$ cat src/rtl/axi4_lite_conv_mac_slave.sv
// rtl/axi4_lite_conv_mac_slave.sv - AXI4-Lite slave with a 9-tap signed 8-bit sequential MAC engine.
module axi4_lite_conv_mac_slave #(
  parameter int ADDR_BITS = 8,
  parameter int TAPS      = 9
) (
  input  logic        clk,
  input  logic        reset,
  input  logic        axi_awvalid,
  output logic        axi_awready,
  input  logic [31:0] axi_awaddr,
  input  logic [2:0]  axi_awprot,
  input  logic        axi_wvalid,
  output logic        axi_wready,
  input  logic [31:0] axi_wdata,
  input  logic [3:0]  axi_wstrb,
  output logic        axi_bvalid,
  input  logic        axi_bready,
  input  logic        axi_arvalid,
  output logic        axi_arready,
  input  logic [31:0] axi_araddr,
  input  logic [2:0]  axi_arprot,
  output logic        axi_rvalid,
  input  logic        axi_rready,
  output logic [31:0] axi_rdata,
  output logic        irq_done
);
  localparam int WA = ADDR_BITS - 2;
  localparam int IW = $clog2(TAPS);
  localparam logic [WA-1:0] A_CTRL   = WA'(0);
  localparam logic [WA-1:0] A_STATUS = WA'(1);
  localparam logic [WA-1:0] A_RESULT = WA'(2);
  localparam logic [WA-1:0] A_W      = WA'(4);
  localparam logic [WA-1:0] A_X      = WA'(16);
  localparam logic [IW-1:0] LAST     = IW'(TAPS - 1);

  typedef enum logic [1:0] {IDLE, RUN, FINISH} state_t;
  state_t state, state_next;

  logic              aw_held, w_held, w_strb0;
  logic [WA-1:0]     aw_word;
  logic [7:0]        w_byte;
  logic signed [7:0] w_reg [TAPS];
  logic signed [7:0] x_reg [TAPS];
  logic [IW-1:0]     idx;
  logic [31:0]       acc, result;
  logic              done, busy, commit, wr_ok, start, in_w, in_x;
  logic [IW-1:0]     w_sel, x_sel, r_w_sel, r_x_sel;
  logic signed [15:0] prod;
  logic [WA-1:0]     rd_word;
  logic [31:0]       rd_mux;
  logic              unused_bits;

  assign unused_bits = ^{axi_awaddr[31:ADDR_BITS], axi_awaddr[1:0], axi_araddr[31:ADDR_BITS],
                         axi_araddr[1:0], axi_awprot, axi_arprot, axi_wdata[31:8], axi_wstrb[3:1]};

  assign busy        = (state != IDLE);
  assign axi_awready = !reset && !aw_held && !axi_bvalid;
  assign axi_wready  = !reset && !w_held && !axi_bvalid;
  assign axi_arready = !reset && !axi_rvalid;
  assign commit      = aw_held && w_held && !axi_bvalid;
  assign wr_ok       = commit && w_strb0;
  assign start       = wr_ok && (aw_word == A_CTRL) && w_byte[0];
  assign in_w        = (aw_word >= A_W) && (aw_word < A_W + WA'(TAPS));
  assign in_x        = (aw_word >= A_X) && (aw_word < A_X + WA'(TAPS));
  assign w_sel       = IW'(aw_word - A_W);
  assign x_sel       = IW'(aw_word - A_X);
  assign prod        = w_reg[idx] * x_reg[idx];

  // AW and W are captured independently; the write commits once both holds are full.
  always_ff @(posedge clk) begin
    if (reset) begin
      aw_held    <= 1'b0;
      w_held     <= 1'b0;
      aw_word    <= '0;
      w_byte     <= '0;
      w_strb0    <= 1'b0;
      axi_bvalid <= 1'b0;
    end else begin
      if (axi_awvalid && axi_awready) begin
        aw_held <= 1'b1;
        aw_word <= axi_awaddr[ADDR_BITS-1:2];
      end
      if (axi_wvalid && axi_wready) begin
        w_held  <= 1'b1;
        w_byte  <= axi_wdata[7:0];
        w_strb0 <= axi_wstrb[0];
      end
      if (commit) begin
        aw_held    <= 1'b0;
        w_held     <= 1'b0;
        axi_bvalid <= 1'b1;
      end else if (axi_bvalid && axi_bready) begin
        axi_bvalid <= 1'b0;
      end
    end
  end

  always_ff @(posedge clk) begin
    if (reset) begin
      for (int i = 0; i < TAPS; i++) begin
        w_reg[i] <= '0;
        x_reg[i] <= '0;
      end
    end else if (wr_ok && !busy) begin
      if (in_w) w_reg[w_sel] <= w_byte;
      if (in_x) x_reg[x_sel] <= w_byte;
    end
  end

  always_ff @(posedge clk) begin
    if (reset) state <= IDLE;
    else       state <= state_next;
  end

  always_comb begin
    state_next = state;
    case (state)
      IDLE:    if (start) state_next = RUN;
      RUN:     if (idx == LAST) state_next = FINISH;
      FINISH:  state_next = IDLE;
      default: state_next = IDLE;
    endcase
  end

  always_ff @(posedge clk) begin
    if (reset) begin
      acc      <= '0;
      idx      <= '0;
      result   <= '0;
      done     <= 1'b0;
      irq_done <= 1'b0;
    end else begin
      irq_done <= 1'b0;
      case (state)
        IDLE: if (start) begin
          acc  <= '0;
          idx  <= '0;
          done <= 1'b0;
        end
        RUN: begin
          acc <= acc + {{16{prod[15]}}, prod};
          if (idx != LAST) idx <= idx + 1'b1;
        end
        FINISH: begin
          result   <= acc;
          done     <= 1'b1;
          irq_done <= 1'b1;
        end
        default: ;
      endcase
    end
  end

  assign rd_word = axi_araddr[ADDR_BITS-1:2];
  assign r_w_sel = IW'(rd_word - A_W);
  assign r_x_sel = IW'(rd_word - A_X);

  always_comb begin
    rd_mux = '0;
    if (rd_word == A_STATUS)
      rd_mux = {30'd0, done, busy};
    else if (rd_word == A_RESULT)
      rd_mux = result;
    else if ((rd_word >= A_W) && (rd_word < A_W + WA'(TAPS)))
      rd_mux = {{24{w_reg[r_w_sel][7]}}, w_reg[r_w_sel]};
    else if ((rd_word >= A_X) && (rd_word < A_X + WA'(TAPS)))
      rd_mux = {{24{x_reg[r_x_sel][7]}}, x_reg[r_x_sel]};
  end

  // rdata is only reloaded on a new address handshake so it stays stable while rvalid waits.
  always_ff @(posedge clk) begin
    if (reset) begin
      axi_rvalid <= 1'b0;
      axi_rdata  <= '0;
    end else if (axi_arvalid && axi_arready) begin
      axi_rvalid <= 1'b1;
      axi_rdata  <= rd_mux;
    end else if (axi_rvalid && axi_rready) begin
      axi_rvalid <= 1'b0;
    end
  end
endmodule

$ cat config.mk
export PLATFORM = sky130hd
export DESIGN_NAME = axi4_lite_conv_mac_slave
export DESIGN_NICKNAME = d
export VERILOG_FILES = /design/src/rtl/axi4_lite_conv_mac_slave.sv
export SDC_FILE = /design/constraint.sdc
export NUM_CORES = 1
export LEC_CHECK = 0
export ABC_AREA = 1
export CAP_MARGIN = 25
export CORE_AREA = 4 4 196 274
export DETAILED_ROUTE_END_ITERATION = 8
export DIE_AREA = 0 0 200 278
export PLACE_DENSITY = 0.72
export SYNTH_ARGS = -nofsm -noshare
export SYNTH_HDL_FRONTEND = slang
export SYNTH_SLANG_ARGS = --single-unit
export TNS_END_PERCENT = 30
$ cat constraint.sdc
create_clock -name clk -period 14 [get_ports clk]
set_input_delay 2.8 -clock clk [delete_from_list [all_inputs] [get_ports clk]]
set_output_delay 2.8 -clock clk [all_outputs]
set_load 0.03 [all_outputs]
==> results of run 1 <==
==> cells in the final DEF, fill, tap and decap left out, types with 6 or more instances in the layout <==
| cell | n |
|---|---|
| mux2i_1 | 8 |
| nand2_1 | 515 |
| nor2_1 | 318 |
| o21ai_0 | 186 |
| nand3_1 | 143 |
| clkbuf_8 | 6 |
| xor2_1 | 6 |
| clkinv_2 | 9 |
| a21oi_1 | 365 |
| nor3_1 | 18 |
| ha_1 | 68 |
| clkdlybuf4s50_1 | 62 |
| xnor2_1 | 6 |
| or2_2 | 11 |
| clkbuf_16 | 41 |
| clkinv_1 | 12 |
| edfxtp_1 | 256 |
| fa_1 | 56 |
| dfxtp_1 | 125 |
| buf_4 | 26 |
| nand4_1 | 11 |
| o211ai_1 | 151 |
| clkbuf_1 | 9 |
| inv_1 | 382 |
| a21o_1 | 6 |
| conb_1 | 112 |
==> path summary, 6_finish.rpt <==
path                   start         end  slack, ns  cells after the start
setup / recovery        flop     acc[22]       5.09                     33
hold / removal    result[18]  result[18]       0.46                      2
setup reg to reg        flop     acc[22]       5.09                     33
hold reg to reg   result[18]  result[18]       0.46                      2
==> cells by family (layout without fill, tap and decap cells) <==
family / count (synthesis) / count (layout) / share of synthesized area
AOI/OAI and AO/OA: 728 / 728 / 0.1790
xor gates and xnor gates: 12 / 12 / 0.004599
adders and majority gates: 124 / 124 / 0.08629
buffers and inverters: 545 / 561 / 0.09724
DFF: 383 / 383 / 0.4477
muxes: 8 / 8 / 0.003504
other: 1 / 112 / 0.0001641
and+or+nand+nor: 1029 / 1029 / 0.1816
==> through the flow <==
step,util,worst slack [ns],power (mW),hold WS (ns)
after floorplan,-,7.452,1.671,0.4297
after global placement,0.4730,5.204,1.808,0.4417
after detailed placement,0.4733,5.164,1.814,0.4458
after CTS,0.4993,5.097,2.890,0.4573
after global routing,0.4993,4.444,3.010,0.4721
final,0.4993,5.091,2.879,0.4554
==> power by group through the flow <==
stage | combinational (mW) | clock (mW) | sequential, mW
finish | 0.518 | 1.08 | 1.28
global route | 0.582 | 1.14 | 1.28
CTS | 0.515 | 1.10 | 1.28
detailed placement | 0.512 | 0 | 1.30
global placement | 0.507 | 0 | 1.30
floorplan | 0.370 | 0 | 1.30
==> metal layers <==
layer	vias to the layer above	wire (um)
met5	-	0
met2	725	32510
met4	0	3358
li1	9529	-
met3	160	4468
met1	9239	23980
==> worst max-delay path, delay by kind of cell, from the launching register on <==
family | cells | cell delay [ns]
compound gates | 7 | 1.06
fa+ha+maj | 6 | 3.01
buf+inv | 6 | 0.97
flops | 1 | 1.00
simple gates | 14 | 2.59
==> layout make-up <==
type | instances | area, sq um | share of cell area
clock inverter | 18 | 187.7 | 0.007352
clock buffer | 56 | 1142 | 0.04475
sequential | 383 | 10230 | 0.4009
multi-input combinational | 2013 | 10820 | 0.4240
inverter | 397 | 1490 | 0.05837
timing repair buffer | 90 | 835.8 | 0.03274
tap | 650 | 813.3 | 0.03186
==> metrics.txt, run 1 <==
run status completed; Switching Fraction 0.2945; largest net degree at the start of global routing 100; GRT Total Usage 0.2284; design area about 26000 sq um; top post-synthesis cells by area edfxtp_1 (34%), dfxtp_1 (11%), nand2_1 (8.5%); Main synth FF type edfxtp_1; Initial Utilization 0.4469; busiest grt layer met2; crit path time final 8.909 ns; Slew Limit Fails 0; Commonest cells post-synth nand2_1 (516), inv_1 (383), a21oi_1 (365); Fin. Hold Viols 0; Static Leak 10.61 nW; worst-path fanout max between 90 and 100; Pint roughly 2.0 mW; Post-Layout Cell Count 3607; Worst setup EP type flop; Seq pwr share 0.444; most numerous cell in the Yosys netlist nand2_1; number of buffers created by CTS 40; clock power share 0.376; CTS sink cnt around 380; num rows 98; Pre-antenna DRT Iters 9; period utilization 0.6363; switching pwr 0.8479 mW; DR WL/cell around 18 um; HP Class flop to flop; Max Clock Skew 0.04207 ns; Crit path largest cell delay 1.00 ns; io pins approximately 150; final antenna-violating net count 0; Power Density 112.8 nW/um^2; post-cts sizing count 0; global-route wire length before repair between 100 and 150 mm; met1 Use GR 0.2696; critical path arrival around 9.3 ns; Logic pwr share 0.180; clk root buf clkbuf_16; EDFF count, synth 256; RSZ-0062 raised after global routing false; Setup-failing EPs final 0; Setup Buffers After CTS 0; most used cell, CP nand2_1; post-DP HPWL approximately 43 mm; Core Footprint 51130 sq um; maximum vdd ir drop 101.6 uV; met2 Use GR 0.4011; CP required ~14 ns; PortBufs 65; synth warn 0; vias in the first global route roughly 19000; layout filler cell count around 4900; register bit total from synthesis 383; via count between 15000 and 20000; DP Cell Count between 3000 and 4000; CTS max path bufs 3; Peak Freq 112.2 MHz; Synth top area share 0.3364; Netlist cell types 42; DRC violations left 0; max cap viols 0; CP startpoint kind flop; Setup CP Type flop to flop; cell taking the most area after synthesis edfxtp_1; Cells after Synth 2830; # H-tree levels 2; RePlAce Congestion 0.9305; clock-pin slew on the worst setup and hold paths 0.06 ns; Initial DRC Count 1816; CP max stage cell dfxtp_4; die height 278 um; Area growth syn-to-layout 11.71%; vias per cell ~5.4; Post-synth ARST share 0; clock latency on the worst-skew pair 0.59 ns; Die Area 55600 sq um; Mapped Area 22850 sq um; TritonCTS clock tree yes; grt ovf 0; Die Width 200 um; met3 Use GR 0.03669; diodes inserted 0; Nets 3162; initial antenna violation count 0; worst slew pin tran between 1 and 1.5 ns; Post-Syn Area per Cell 8.075 sq um; drt total wl 64.31 mm; final setup TNS 0 ns; Slew headroom 0.3310; Placement Cell Area approximately 24000 sq um; post-synthesis sequential area ratio 0.4477; layout cells sized above 1 0.03923; Hold Buf Count CTS 0
Power figures use the tool's default switching activity.
==> run 2: changes to the inputs <==
Settings changed: PLACE_DENSITY 0.72 to 0.74.
Clock period 14 ns to 7.3 ns, I/O delays scaled along.
==> metrics.txt, run 2 (synthesis results as in run 1) <==
Initial Utilization 0.4469 (unchanged); Fin. Hold Viols 0 (unchanged); Nets 3223 (+1.9%); reg2reg end acc[29]; PnR Total Power 5.535 mW (+92%); critical path arrival 7.43 ns (-1.91 ns); RePlAce Congestion 1.013 (+8.9%); clock power share 0.363 (-0.013); global-route wire length before repair 99.86 mm (-0.86%); largest net degree at the start of global routing 77 (-23%); clock-pin slew on the worst setup and hold paths 0.06 ns (about the same); initial antenna violation count 0 (unchanged); Worst setup EP type flop; crit path time final 7.018 ns (-1.891 ns); Max Clock Skew 0.02543 ns (-0.01664 ns); Peak Freq 142.5 MHz (+27%); die height 278 um (unchanged); period utilization 0.9613 (+0.3250); commonest non-fill, non-tap cell in the layout nand2_1; HP Class flop to flop; Initial DRC Count 1709 (-5.9%); Worst Setup EP acc[29]; Crit path largest cell delay 0.55 ns (-0.45 ns); final setup margin 0.2823 ns (-4.809 ns); Die Area 55600 sq um (unchanged); layout cells sized above 1 0.06499 (+0.02576); DP Cell Count 3584 (+1.4%); Placement Cell Area 24700 sq um (+2.1%); Setup-failing EPs final 0 (unchanged); diodes inserted 0 (unchanged); final antenna-violating net count 0 (unchanged); CP required 7.71 ns (-6.72 ns); Post-Layout Cell Count 3666 (+1.6%); PortBufs 65 (unchanged); Pre-antenna DRT Iters 7 (-2); grt ovf 0 (unchanged); worst-path fanout max 18 (-82%); max cap viols 0 (unchanged); CP max stage cell fa_1; Reg2Reg Setup Slack 0.28 ns (-4.81 ns); CTS sink cnt 383 (unchanged); CP startpoint kind flop; # H-tree levels 2 (unchanged); GRT Total Usage 0.2242 (-0.004153); Power Density 211.1 nW/um^2 (+87%); switching pwr 1.616 mW (+91%); Slew Limit Fails 0 (unchanged); Die Width 200 um (unchanged); Core Footprint 51130 sq um (unchanged); design area 26210 sq um (+2.7%); worst hold path depth 2 (unchanged); Seq pwr share 0.443 (about the same); CTS max path bufs 3 (unchanged); maximum vdd ir drop 204.8 uV (+100%); DR WL/cell 17.52 um (-1.8%); most frequent cells in the layout nand2_1 (503), inv_1 (382), a21oi_1 (361); final setup TNS 0 ns (unchanged); clk root buf clkbuf_16; DRC violations left 0 (unchanged); setup slack at placement 0.2813 ns (-4.883 ns); vias in the first global route 19090 (+0.43%); run status completed; post-DP HPWL 44.48 mm (+2.5%); via count 19810 (+0.81%); Area growth syn-to-layout 14.71%; Hold Buf Count CTS 0 (unchanged); io pins 151 (unchanged); WP depth 36 (+9.1%); Slew headroom 0.2897 (-0.04128); Static Leak 10.96 nW (+3.3%); Setup CP Type flop to flop; Hold Path Origin result[19]; Logic pwr share 0.194 (+0.014); worst slew pin tran 1.057 ns (+0.05379 ns); Pint 3.919 mW (+93%); Reg2Reg Depth 36 (+9.1%); drt total wl 64.21 mm (-0.16%); num rows 98 (unchanged); Switching Fraction 0.2919 (-0.002621); family with the most delay on the worst path adder cells; TritonCTS clock tree yes; clock latency on the worst-skew pair 0.56 ns (-0.03 ns); number of buffers created by CTS 39 (-2.5%); vias per cell 5.405 (-0.81%); CP Buf/Inv Count 11 (+5)
-- run 2: changes by cell type in the layout (fill, tap and decap cells not counted), moves of 3 or more --
cell,change
buf_4,+46
nand2_1,-12
nand2_2,+11
buf_12,+7
clkbuf_8,-5
a21oi_1,-4
a21oi_2,+4
buf_16,+3
nor2_1,-3
nor2_2,+3
-- run 2: final cells by class --
class / count / area (sq um)
fill: 4747 / 24920
multi-input combinational: 2013 / 10900
sequential: 383 / 10230
timing repair buffer: 152 / 1520
inverter: 397 / 1494
clock buffer: 51 / 1031
tap: 650 / 813.3
clock inverter: 20 / 216.5
-- run 2: how the worst min path moves through the flow --
| stage | to | slack [ns] |
|---|---|---|
| after floorplan | result[10] | 0.43 |
| after global routing | result[16] | 0.47 |
| after detailed placement | result[29] | 0.44 |
| final | result[19] | 0.45 |
| after global placement | result[2] | 0.44 |
| after CTS | result[29] | 0.45 |
-- run 2: power groups by stage --
| stage | combinational, mW | sequential (mW) | clock, mW |
|---|---|---|---|
| 2_1_floorplan | 0.710 | 2.49 | 0 |
| 3_3_place_gp | 1.04 | 2.49 | 0 |
| 3_5_place_dp | 1.05 | 2.50 | 0 |
| 4_1_cts | 1.06 | 2.45 | 2.04 |
| 5_1_grt | 1.21 | 2.46 | 2.12 |
| 6_report | 1.07 | 2.45 | 2.01 |
-- run 2: per-stage QoR --
step	hold WS, ns	util
after floorplan	0.4297	-
after detailed placement	0.4437	0.4831
final	0.4539	0.5127
after global routing	0.4724	0.5127
after global placement	0.4396	0.4826
after CTS	0.4531	0.5075
-- run 2: what timing repair did --
action | in CTS | in global routing
endpoints found under the setup margin | 0 | 18
setup buffers | 0 | 6
resized for setup | 0 | 32
-- run 2: tightest hold or removal path, stage by stage (launching register included) --
cell and delay [ns]:
dfxtp_1 0.30, inv_1 0.06, a21oi_1 0.05
-- run 2: per-layer routing --
layer  vias up  track usage  part of all wire
met4         0       0.1302             0.068
met1      9258       0.2647              0.37
met2       720       0.3895              0.50
met3       182      0.02616             0.060
met5         -            0                 0
li1       9653            -                 -
